<file path="src/rtl/pipe_stage_reg.sv">
// pipe_stage_reg: valid/ready pipeline register with optional 2-entry skid, flush bubble and stall counter
module pipe_stage_reg #(
  parameter int          DATA_W  = 32,
  parameter int          ADDR_W  = 32,
  parameter logic [31:0] NOP_VAL = 32'h00000013,
  parameter bit          SKID_EN = 1'b1,
  parameter int          CNT_W   = 16
) (
  input  logic              clk,
  input  logic              rst_n,
  input  logic              in_valid,
  output logic              in_ready,
  input  logic [DATA_W-1:0] in_instr,
  input  logic [ADDR_W-1:0] in_addr,
  input  logic              flush,
  input  logic              stall,
  output logic              out_valid,
  input  logic              out_ready,
  output logic [DATA_W-1:0] out_instr,
  output logic [ADDR_W-1:0] out_addr,
  output logic [CNT_W-1:0]  stall_cnt
);
  localparam logic [DATA_W-1:0] NOP = DATA_W'(NOP_VAL);
  typedef enum logic [1:0] {EMPTY, FULL, SKID} state_t;
  state_t            state, state_nx;
  logic [DATA_W-1:0] main_instr, skid_instr;
  logic [ADDR_W-1:0] main_addr, skid_addr;
  logic              in_fire, out_fire, load_in, load_skid, skid_to_main, clr_main;
  assign in_fire      = in_valid & in_ready & ~flush;
  assign out_fire     = out_valid & out_ready & ~stall & ~flush;
  assign load_in      = in_fire & (state == EMPTY | out_fire);
  assign load_skid    = SKID_EN & in_fire & (state == FULL) & ~out_fire;
  assign skid_to_main = (state == SKID) & out_fire;
  assign clr_main     = flush | (out_fire & ~in_fire & (state == FULL));
  always_ff @(posedge clk or negedge rst_n)
    if (!rst_n) state <= EMPTY;
    else        state <= state_nx;
  always_comb
    state_nx = flush           ? EMPTY :
               state == EMPTY  ? (in_fire ? FULL : EMPTY) :
               state == FULL   ? (in_fire ? (out_fire ? FULL : SKID) : (out_fire ? EMPTY : FULL)) :
                                 (out_fire ? FULL : SKID);
  always_comb begin
    out_valid = state != EMPTY;
    out_instr = main_instr;
    out_addr  = main_addr;
  end
  always_ff @(posedge clk or negedge rst_n)
    if (!rst_n) begin
      main_instr <= NOP;
      main_addr  <= '0;
      skid_instr <= '0;
      skid_addr  <= '0;
      stall_cnt  <= '0;
    end else begin
      if (clr_main) begin
        main_instr <= NOP;
        main_addr  <= '0;
      end else if (load_in) begin
        main_instr <= in_instr;
        main_addr  <= in_addr;
      end else if (skid_to_main) begin
        main_instr <= skid_instr;
        main_addr  <= skid_addr;
      end
      if (flush) begin
        skid_instr <= '0;
        skid_addr  <= '0;
      end else if (load_skid) begin
        skid_instr <= in_instr;
        skid_addr  <= in_addr;
      end
      if (stall & out_valid & ~&stall_cnt) stall_cnt <= stall_cnt + CNT_W'(1);
    end
  generate
    if (SKID_EN) begin : g_skid
      logic rdy_q;
      always_ff @(posedge clk or negedge rst_n)
        if (!rst_n) rdy_q <= 1'b0;
        else        rdy_q <= state_nx != SKID;
      assign in_ready = rdy_q;
    end else begin : g_comb
      assign in_ready = rst_n & (~out_valid | (out_ready & ~stall));
    end
  endgenerate
endmodule

</file>
<file path="config.mk">
export PLATFORM = sky130hd
export DESIGN_NAME = pipe_stage_reg
export DESIGN_NICKNAME = d
export VERILOG_FILES = /design/src/rtl/pipe_stage_reg.sv
export SDC_FILE = /design/constraint.sdc
export NUM_CORES = 1
export LEC_CHECK = 0
export CORE_AREA = 2 2 146 148
export DETAILED_ROUTE_END_ITERATION = 7
export DIE_AREA = 0 0 148 150
export HOLD_SLACK_MARGIN = 0.1
export RECOVER_POWER = 100
export SYNTH_ARGS = -nofsm -noshare
export SYNTH_HDL_FRONTEND = slang
export SYNTH_SLANG_ARGS = --single-unit
</file>
<file path="constraint.sdc">
create_clock -name clk -period 2.02 [get_ports clk]
set_input_delay 0.202 -clock clk [delete_from_list [all_inputs] [get_ports clk]]
set_output_delay 0.202 -clock clk [all_outputs]
set_load 0.03 [all_outputs]
</file>
### After elaboration in Yosys (flattened, before gate mapping)

Cells that the tools add are included.

| word-level totals | value |
|---|---|
| output and inout bits | 82 |
| logic and storage cells | 53 |
| register bits | 147 |

| cells by class | value |
|---|---|
| reduce and logical (&&, ||, !) cells | 6 |
| mux-type cells | 17 |
| $add $sub $neg | 1 |
| bitwise logic cells | 19 |
| eq/ne operators | 3 |

Operators by type and width:

| cell | number |
|---|---|
| 32-bit 2-to-1 mux | 10 |
| 16-bit by 1-bit adder with 16-bit output (second input constant) | 1 |
| 16-bit AND reduction | 1 |
| 1-bit AND | 13 |
| 2-bit 2-to-1 mux | 5 |
| 1-bit inverter | 4 |
| 2-bit nonzero test | 2 |
| 3-bit nonzero test | 1 |
| 2-bit by 1-bit == test with 1-bit output (second input constant) | 1 |
| 2-bit == test (second input constant) | 1 |
| 2-bit zero test | 1 |
| 1-bit 2-to-1 mux | 2 |
| 2-bit != test (second input constant) | 1 |
| 1-bit bitwise OR | 2 |
| 1-bit zero test | 1 |

### Depth between registers and ports, before layout

Gate-level depths: netlist (run 1).

| depth | value |
|---|---|
| word-level depth | 10 |
| gate-level depth with buffers | 11 |
| depth with buffers taken out | 8 |

### Least setup slack after synthesis (run 1)

OpenSTA, ideal clock, no wires.

| timing | value |
|---|---|
| kind | register to register |
| start point | register state[0] |
| end point | register main_addr[0], in the netlist out_addr[0] |
| library setup time | 0.078 ns |
| period minus slack after synthesis | 2.085 ns |
| cell stages (with the launch flop) | 12 |
| path slack | -0.065 ns |
| data arrival time | 2.007 ns |
| cell sequence | dfrtp_1 buf_2 or2_4 nand2_1 inv_1 ha_1 nor2b_1 nand2_1 nor4bb_1 buf_2 buf_2 o2bb2ai_1 |

| between the ends | value |
|---|---|
| cells in the longest elaborated chain, start to end | 8 |
| elaborated cells on any way between the ends | 16 |
| those cells by class | 2 x eq/ne; 2 x mux; 9 x bitwise; 3 x reduce/logical |

Ends and longest elaborated chain:

| element | RTL line | RTL |
|---|---|---|
| start: declaration | 25 | `state_t state, state_nx;` |
| start signal: assignment | 37 | `else state <= state_nx;` |
| 2-bit nonzero test * | 44 | `out_valid = state != EMPTY;` |
| via out_valid | 17 | `output logic out_valid,` |
| 1-bit AND * (3 in a row) | 30 | `assign out_fire = out_valid & out_ready & ~stall & ~flush;` |
| 1-bit AND / 1-bit bitwise OR (equally long branches) | 34, 31 |  |
| 1-bit AND, on equally long branches | 34, 31 |  |
| 1-bit bitwise OR / 32-bit 2-to-1 mux (equally long branches) | 34, 59 |  |
| 3-bit nonzero test (no source line) / 32-bit 2-to-1 mux (equally long branches) | - |  |
| end signal: assignment | 61 | `main_addr <= in_addr;` |
| end signal: assignment | 64 | `main_addr <= skid_addr;` |
| end: declaration | 27 | `logic [ADDR_W-1:0] main_addr, skid_addr;` |

The timed path passes the listed nets; every way through them passes the cells marked *.
A chain may end at the register's enable or synchronous reset.

### Worst setup path in the final report (run 1)

| timing | value |
|---|---|
| start point | register state[1] |
| end point | register main_addr[12], in the netlist out_addr[12] |

| between the ends | value |
|---|---|
| cells in the longest elaborated chain, start to end | 8 |
| elaborated cells on any way between the ends | 16 |
| those cells by class | 2 x eq/ne; 2 x mux; 9 x bitwise; 3 x reduce/logical |

Ends and longest elaborated chain:

| element | RTL line |
|---|---|
| 2-bit nonzero test | 44 |
| 1-bit AND (3 in a row) | 30 |
| 1-bit AND / 1-bit bitwise OR (equally long branches) | 34, 31 |
| 1-bit AND, on equally long branches | 34, 31 |
| 1-bit bitwise OR / 32-bit 2-to-1 mux (equally long branches) | 34, 59 |
| 3-bit nonzero test (no source line) / 32-bit 2-to-1 mux (equally long branches) | - |

Parallel ways exist; a longest one is shown, timed or not.

==> flow_summary.toml, run 1 <==
[worst_setup_path]
worstPathCellList = "or2_4 > nand2_2 > inv_1 > ha_1 > nor2b_1 > nand2_1 > nor4bb_4 > buf_6 > clkbuf_16 > o2bb2ai_1"
cpPeakStageDelay_ns = 0.38
critical_path_buf_inv_count = 3
path_max_fanout = 16
crit_slowest_cell = "dfrtp_1"
crit_path_start_kind = "flop"
cp-end-kind = "flop"
required_ns = 2.36
crit_family = "simple AND/OR/NAND/NOR gates"
worstPathArrival_ns = 2.25
critPathKind = "reg -> reg"

[layout]
antenna_cells = 0
final_cell_mix = "clkdlybuf4s50_1, dfrtp_1, nand2_1, nand2b_1, o21ai_0"
final_common_cell = "clkdlybuf4s50_1"
drive_above_1_share_pct = 10.7
fin_util_pct = 45.3
nets = 842
areaGrowthSynthToFinish_pct = 40.0

[cts]
cts_tree = "built"
root_buffer = "clkbuf_16"
clkSinkCount = 147
clk_pin_slew_ns = 0.06
htree_levels = 4
numCtsBuffers = 17
clkLatencyLatePin_ns = 0.42
clock_path_buffers = 2

[yosys]
synth_edf_count = 0
syn_avg_cell_area_sq_um = 11.1
syn_area_sq_um = 6700
synth_cells = 606
seq_area_frac_synth_pct = 55.0
yosys_warnings = 0
ys.flop_type = "dfrtp_1"
syn_nets = 679
yosysUniqueCellTypes = 45
async_reset_ff_share_pct = 100
ys_seq_elements = 147

[placement]
post-place-ws_ns = -0.200
gp_congestion = 0.816
port_buffers = 151
detailed_place_hpwl_um = 11000

[timing]
relSlewSlack_pct = 43.0
finalCritPeriodShare_pct = 94.6
rsz0062_at_grt = "true"
fmax_ghz = 0.524
layout_setup_ws_ns = 0.110
fin_crit_ns = 1.91
tightestPinTransition_ns = 0.855
hold_viol = 0
final_max_slew_viol_count = 0
setup_viol = 0
clock-skew-final_ns = 0.00939

[route]
wl_um = 17300
ant_nets = 0
drt_pass1_iterations = 4
drt_iter0_drc = 188
drc = 0
via_per_inst = 4.85
wire_per_inst_um = 16.4
routed-via-count = 5124

[floorplan]
die_h_um = 150
initial_core_util_pct = 32.4
die_width_um = 148
core_area_sq_um = 20700
io_pins = 152
dieArea_sq_um = 22200
rows = 53

[pwr]
powerDensity_nw_per_um2 = 810
p_switching_mw = 2.01
ir_drop_mv = 0.565
p_seq_share_pct = 42.3
leakage_nw = 4.18
clkPwrFrac_pct = 41.4
p_int_mw = 5.59
pwr-share-comb_pct = 16.3
swShare_pct = 26.4

[global_route]
grt_max_degree = 68
grt_pass1_vias = 5213
antenna_found_initial = 0
track_usage_pct = 15.5
grt_pass1_wl_um = 27300
grt.overflow.total = 0

[outcome]
outcome = "complete, no violations"

[flow_run]
maxCapViolations = 0

[min_path]
hp-class = "in -> reg"
-- power groups by stage --
| stage | Clock (mW) | Combinational [mW] | Sequential (mW) |
|---|---|---|---|
| 3_3_place_gp | 0 | 1.19 | 3.26 |
| 3_5_place_dp | 0 | 1.22 | 3.27 |
| 2_1_floorplan | 0 | 0.421 | 3.45 |
| 4_1_cts | 3.23 | 1.22 | 3.22 |
| 5_1_grt | 3.38 | 1.33 | 3.24 |
| 6_report | 3.14 | 1.24 | 3.21 |
-- worst register-to-register path, cell delays in order, from the launching register on --
cell	delay, ns
dfrtp_1	0.38
or2_4	0.26
nand2_2	0.06
inv_1	0.04
ha_1	0.17
nor2b_1	0.13
nand2_1	0.06
nor4bb_4	0.19
buf_6	0.21
clkbuf_16	0.20
o2bb2ai_1	0.13
-- final timing paths --
| kind | start | to | slack, ns | cells after the start |
|---|---|---|---|---|
| min in group asynchronous | rst_n | out_instr[19]$_DFFE_PN0P_ | 0.40 | 2 |
| max in group asynchronous | rst_n | skid_addr[23]$_DFFE_PN0P_ | 0.49 | 3 |
| worst max register to register | state[1]$_DFF_PN0_ | out_addr[12]$_DFFE_PN0P_ | 0.11 | 10 |
| worst max-delay path | state[1]$_DFF_PN0_ | out_addr[12]$_DFFE_PN0P_ | 0.11 | 10 |
| worst min-delay path | in_instr[16] | skid_instr[16]$_DFFE_PN0P_ | 0.37 | 3 |
| worst min register to register | out_instr[4]$_DFFE_PN1P_ | out_instr[4]$_DFFE_PN1P_ | 0.47 | 2 |
-- cells in the mapped netlist, types with 3 or more instances --
cell,count,area share (%)
a21oi_1,5,0.37
a2bb2oi_1,3,0.39
a31oi_1,5,0.47
buf_2,23,1.7
buf_4,6,0.67
buf_6,3,0.50
clkbuf_1,8,0.45
clkbuf_2,5,0.37
dfrtp_1,144,54
dfstp_2,3,1.2
ha_1,3,0.56
inv_1,8,0.45
mux2_2,6,1.0
mux2i_1,61,9.1
nand2_1,74,4.1
nand2b_1,67,6.3
nand3_1,8,0.60
nand4_1,3,0.28
nor2_1,8,0.45
nor3_1,4,0.30
o21ai_0,64,4.8
o2bb2ai_1,61,8.0
xor2_1,5,0.65
-- state kept, by name, indices dropped and copies added (netlist names) --
signal	cells
out_addr	32
in_ready	1
skid_instr	32
stall_cnt	16
out_instr	32
state	2
skid_addr	32
-- per-layer routing --
layer | GRT usage (%) | up-vias | routed length, um
li1 | - | 2458 | -
met5 | 0 | - | 0
met1 | 20.8 | 2533 | 8060
met2 | 24.9 | 122 | 8200
met3 | 4.05 | 11 | 851
met4 | 4.48 | 0 | 172
-- through the flow --
stage                     TNS [ns]  std cells  hold slack (ns)  total power [mW]  instance area (sq um)
after CTS                        0       1052            0.144              7.66                   9300
final                            0       1057            0.368              7.59                   9370
after global placement       -7.60       1019           0.0373              4.45                   8710
after global routing        -0.350       1057            0.373              7.95                   9370
after detailed placement     -9.34       1019           0.0410              4.48                   8710
after floorplan                  0        606          -0.0936              3.87                   6740
-- final cells by class --
cell class                 count  area [sq um]
fill                        1913         11300
inverter                       8          30.0
clock inverter                 9           106
multi-input combinational    406          2780
timing repair buffer         189          1950
tap                          275           344
sequential                   147          3680
clock buffer                  23           478
-- logic make-up (layout without fill, tap and decap cells) --
kind of cell / after synthesis / after routing / synth area share [%]
DFF: 147 / 147 / 55.0
muxes: 67 / 67 / 10.1
xor gates and xnor gates: 7 / 7 / 0.915
AOI/OAI and AO/OA: 149 / 149 / 15.2
buffers and inverters: 53 / 229 / 4.17
and+or+nand+nor: 180 / 180 / 14.0
adders and majority gates: 3 / 3 / 0.560
-- what timing repair did --
action	CTS	global route
hold buffers	1	0
gates resized for setup	1	2
buffers inserted	0	1
setup endpoints to repair	1	63
cloned	0	4
endpoints found under the hold margin	144	0
pin swaps	0	0
Note: power is estimated with default switching activity, not from simulation.
==> inputs of run 2 (changes only) <==
SETUP_SLACK_MARGIN = 0.5   (was unset)
==> run 2 against run 1 <==
  * Sequential power is essentially flat
  * First-iteration DRC count grew 9.6%
  * Worst hold slack lost 0.010 ns
  * Clock skew is 0.0031 ns higher
  * Sequential share of layout area is 0.66 points lower
  * Combinational power about the same
  * Total power increased by 2.4%
  * Via count is 2.6% higher
  * Critical path depth is 1 higher
  * Register-to-register slack lost 0.03 ns
  * Clock power is 5% higher
  * Critical endpoint is now in_ready$_DFF_PN0_
  * Largest cell class unchanged
  * Largest power group is now the clock network
==> flow_summary.toml, run 2 (synthesis gave the netlist of run 1 again) <==
[outcome]
outcome = "complete, no violations"

[route]
wire_per_inst_um = 17.1
drt_pass1_iterations = 4
via_per_inst = 4.89
drc = 0
wl_um = 18400
drt_iter0_drc = 206
ant_nets = 0
routed-via-count = 5257

[placement]
gp_congestion = 0.814
port_buffers = 151
detailed_place_hpwl_um = 11900
placed_area_sq_um = 8890

[global_route]
grt.overflow.total = 0
antenna_found_initial = 0
grt_max_degree = 51
grt_pass1_wl_um = 29200
track_usage_pct = 16.7
grt_pass1_vias = 5450

[worst_setup_path]
worstPathArrival_ns = 2.23
cp-end-kind = "flop"
path_common_cell = "buf_6"
cpPeakStageDelay_ns = 0.37
crit_path_start_kind = "flop"
path_max_fanout = 2
crit_slowest_cell = "dfrtp_1"
critPathKind = "reg -> reg"
required_ns = 2.31
worstPathCellList = "or2_4 > nand2_4 > buf_4 > buf_6 > buf_6 > buf_4 > buf_6 > buf_6 > ha_4 > a211oi_2 > o31ai_1"

[layout]
final_area_sq_um = 9550
nets = 861
areaGrowthSynthToFinish_pct = 42.5
antenna_cells = 0
final_common_cell = "dfrtp_1"
drive_above_1_share_pct = 15.9
final_cell_mix = "dfrtp_1, nand2_1, dlygate4sd2_1, nand2b_1"

[floorplan]
core_area_sq_um = 20700
die_width_um = 148
rows = 53
dieArea_sq_um = 22200
initial_core_util_pct = 32.4
die_h_um = 150
io_pins = 152

[cts]
clock_path_buffers = 2
clk_pin_slew_ns = 0.06
root_buffer = "clkbuf_16"
clkLatencyLatePin_ns = 0.42
clkSinkCount = 147
numCtsBuffers = 17
htree_levels = 4
cts_tree = "built"

[timing]
tightestPinTransition_ns = 1.32
relSlewSlack_pct = 12.2
fmax_ghz = 0.516
fin_hold_ws_ns = 0.358
rsz0062_at_grt = "true"
hold_viol = 0
fin_crit_ns = 1.94
clock-skew-final_ns = 0.0125
final_max_slew_viol_count = 0
setup_viol = 0
finalCritPeriodShare_pct = 96.0

[pwr]
powerDensity_nw_per_um2 = 814
ir_drop_mv = 0.505
leakage_nw = 4.59

[min_path]
hp-class = "in -> reg"

[flow_run]
maxCapViolations = 0
## run 2: changes by cell type in the layout (fill, tap and decap cells not counted), moves of 5 or more
cell	before	now
dlygate4sd2_1	1	71
o2bb2ai_2	0	9
o2bb2ai_1	61	52
clkdlybuf4s50_1	148	65
clkbuf_1	4	10
buf_6	4	9
clkbuf_2	0	6
## run 2: what timing repair did
| item | in CTS | in global routing |
|---|---|---|
| pin swaps | 3 | 7 |
| buffers inserted | 16 | 1 |
| gates cloned | 1 | 2 |
| setup endpoints to repair | 213 | 155 |
| resized for setup | 115 | 21 |
| hold buffers | 1 | 0 |
| hold endpoints to repair | 47 | 0 |
## run 2: final timing paths
kind,to,cells past startpoint,startpoint,slack (ns)
min in group asynchronous,skid_addr[19]$_DFFE_PN0P_,2,rst_n,0.61
max in group asynchronous,out_instr[1]$_DFFE_PN1P_,3,rst_n,0.31
max,in_ready$_DFF_PN0_,11,state[1]$_DFF_PN0_,0.08
min,skid_addr[10]$_DFFE_PN0P_,3,in_addr[10],0.36
max reg2reg,in_ready$_DFF_PN0_,11,state[1]$_DFF_PN0_,0.08
min reg2reg,out_instr[1]$_DFFE_PN1P_,2,out_instr[1]$_DFFE_PN1P_,0.47
## run 2: cell type report
class                   count  area (sq um)
fillers                  1942         11100
well taps                 275           344
clock buffers              18           439
clock inverters            14           178
inverters                   8          30.0
flip-flops and latches    147          3690
repair buffers            208          1980
multi-input cells         406          2890
## run 2: metrics by stage
stage / setup TNS [ns] / worst slack [ns] / total power, mW / instances / util, %
finish: 0 / 0.0818 / 7.77 / 1076 / 46.1
global route: 0 / 0.00696 / 8.13 / 1076 / 46.1
CTS: 0 / 0.170 / 7.90 / 1073 / 46.7
detailed placement: -11.90 / -0.220 / 4.53 / 1023 / 43.0
global placement: -10.89 / -0.189 / 4.50 / 1023 / 43.0
floorplan: 0 / 0.0646 / 3.91 / 606 / -
## run 2: metal layers
metal	GRT usage (%)	up-vias	wire [um]
met2	27.4	125	8850
li1	-	2510	-
met4	4.43	0	218
met5	0	-	0
met3	4.36	19	787
met1	22.1	2603	8580
## run 2: where the power goes
| part | internal, mW | total [mW] | switching [mW] |
|---|---|---|---|
| Sequential | 3.10 | 3.22 | 0.118 |
| Combinational | 0.557 | 1.27 | 0.714 |
| Clock | 1.99 | 3.29 | 1.29 |
| Total | 5.65 | 7.77 | 2.13 |
## run 2: critical path: cells and delay by family, from the launching register on
kind / cells / cell delay, ns
and+or+nand+nor: 2 / 0.33
adders and majority gates: 1 / 0.19
DFF: 1 / 0.37
buffers and inverters: 6 / 0.53
AOI/OAI and AO/OA: 2 / 0.38
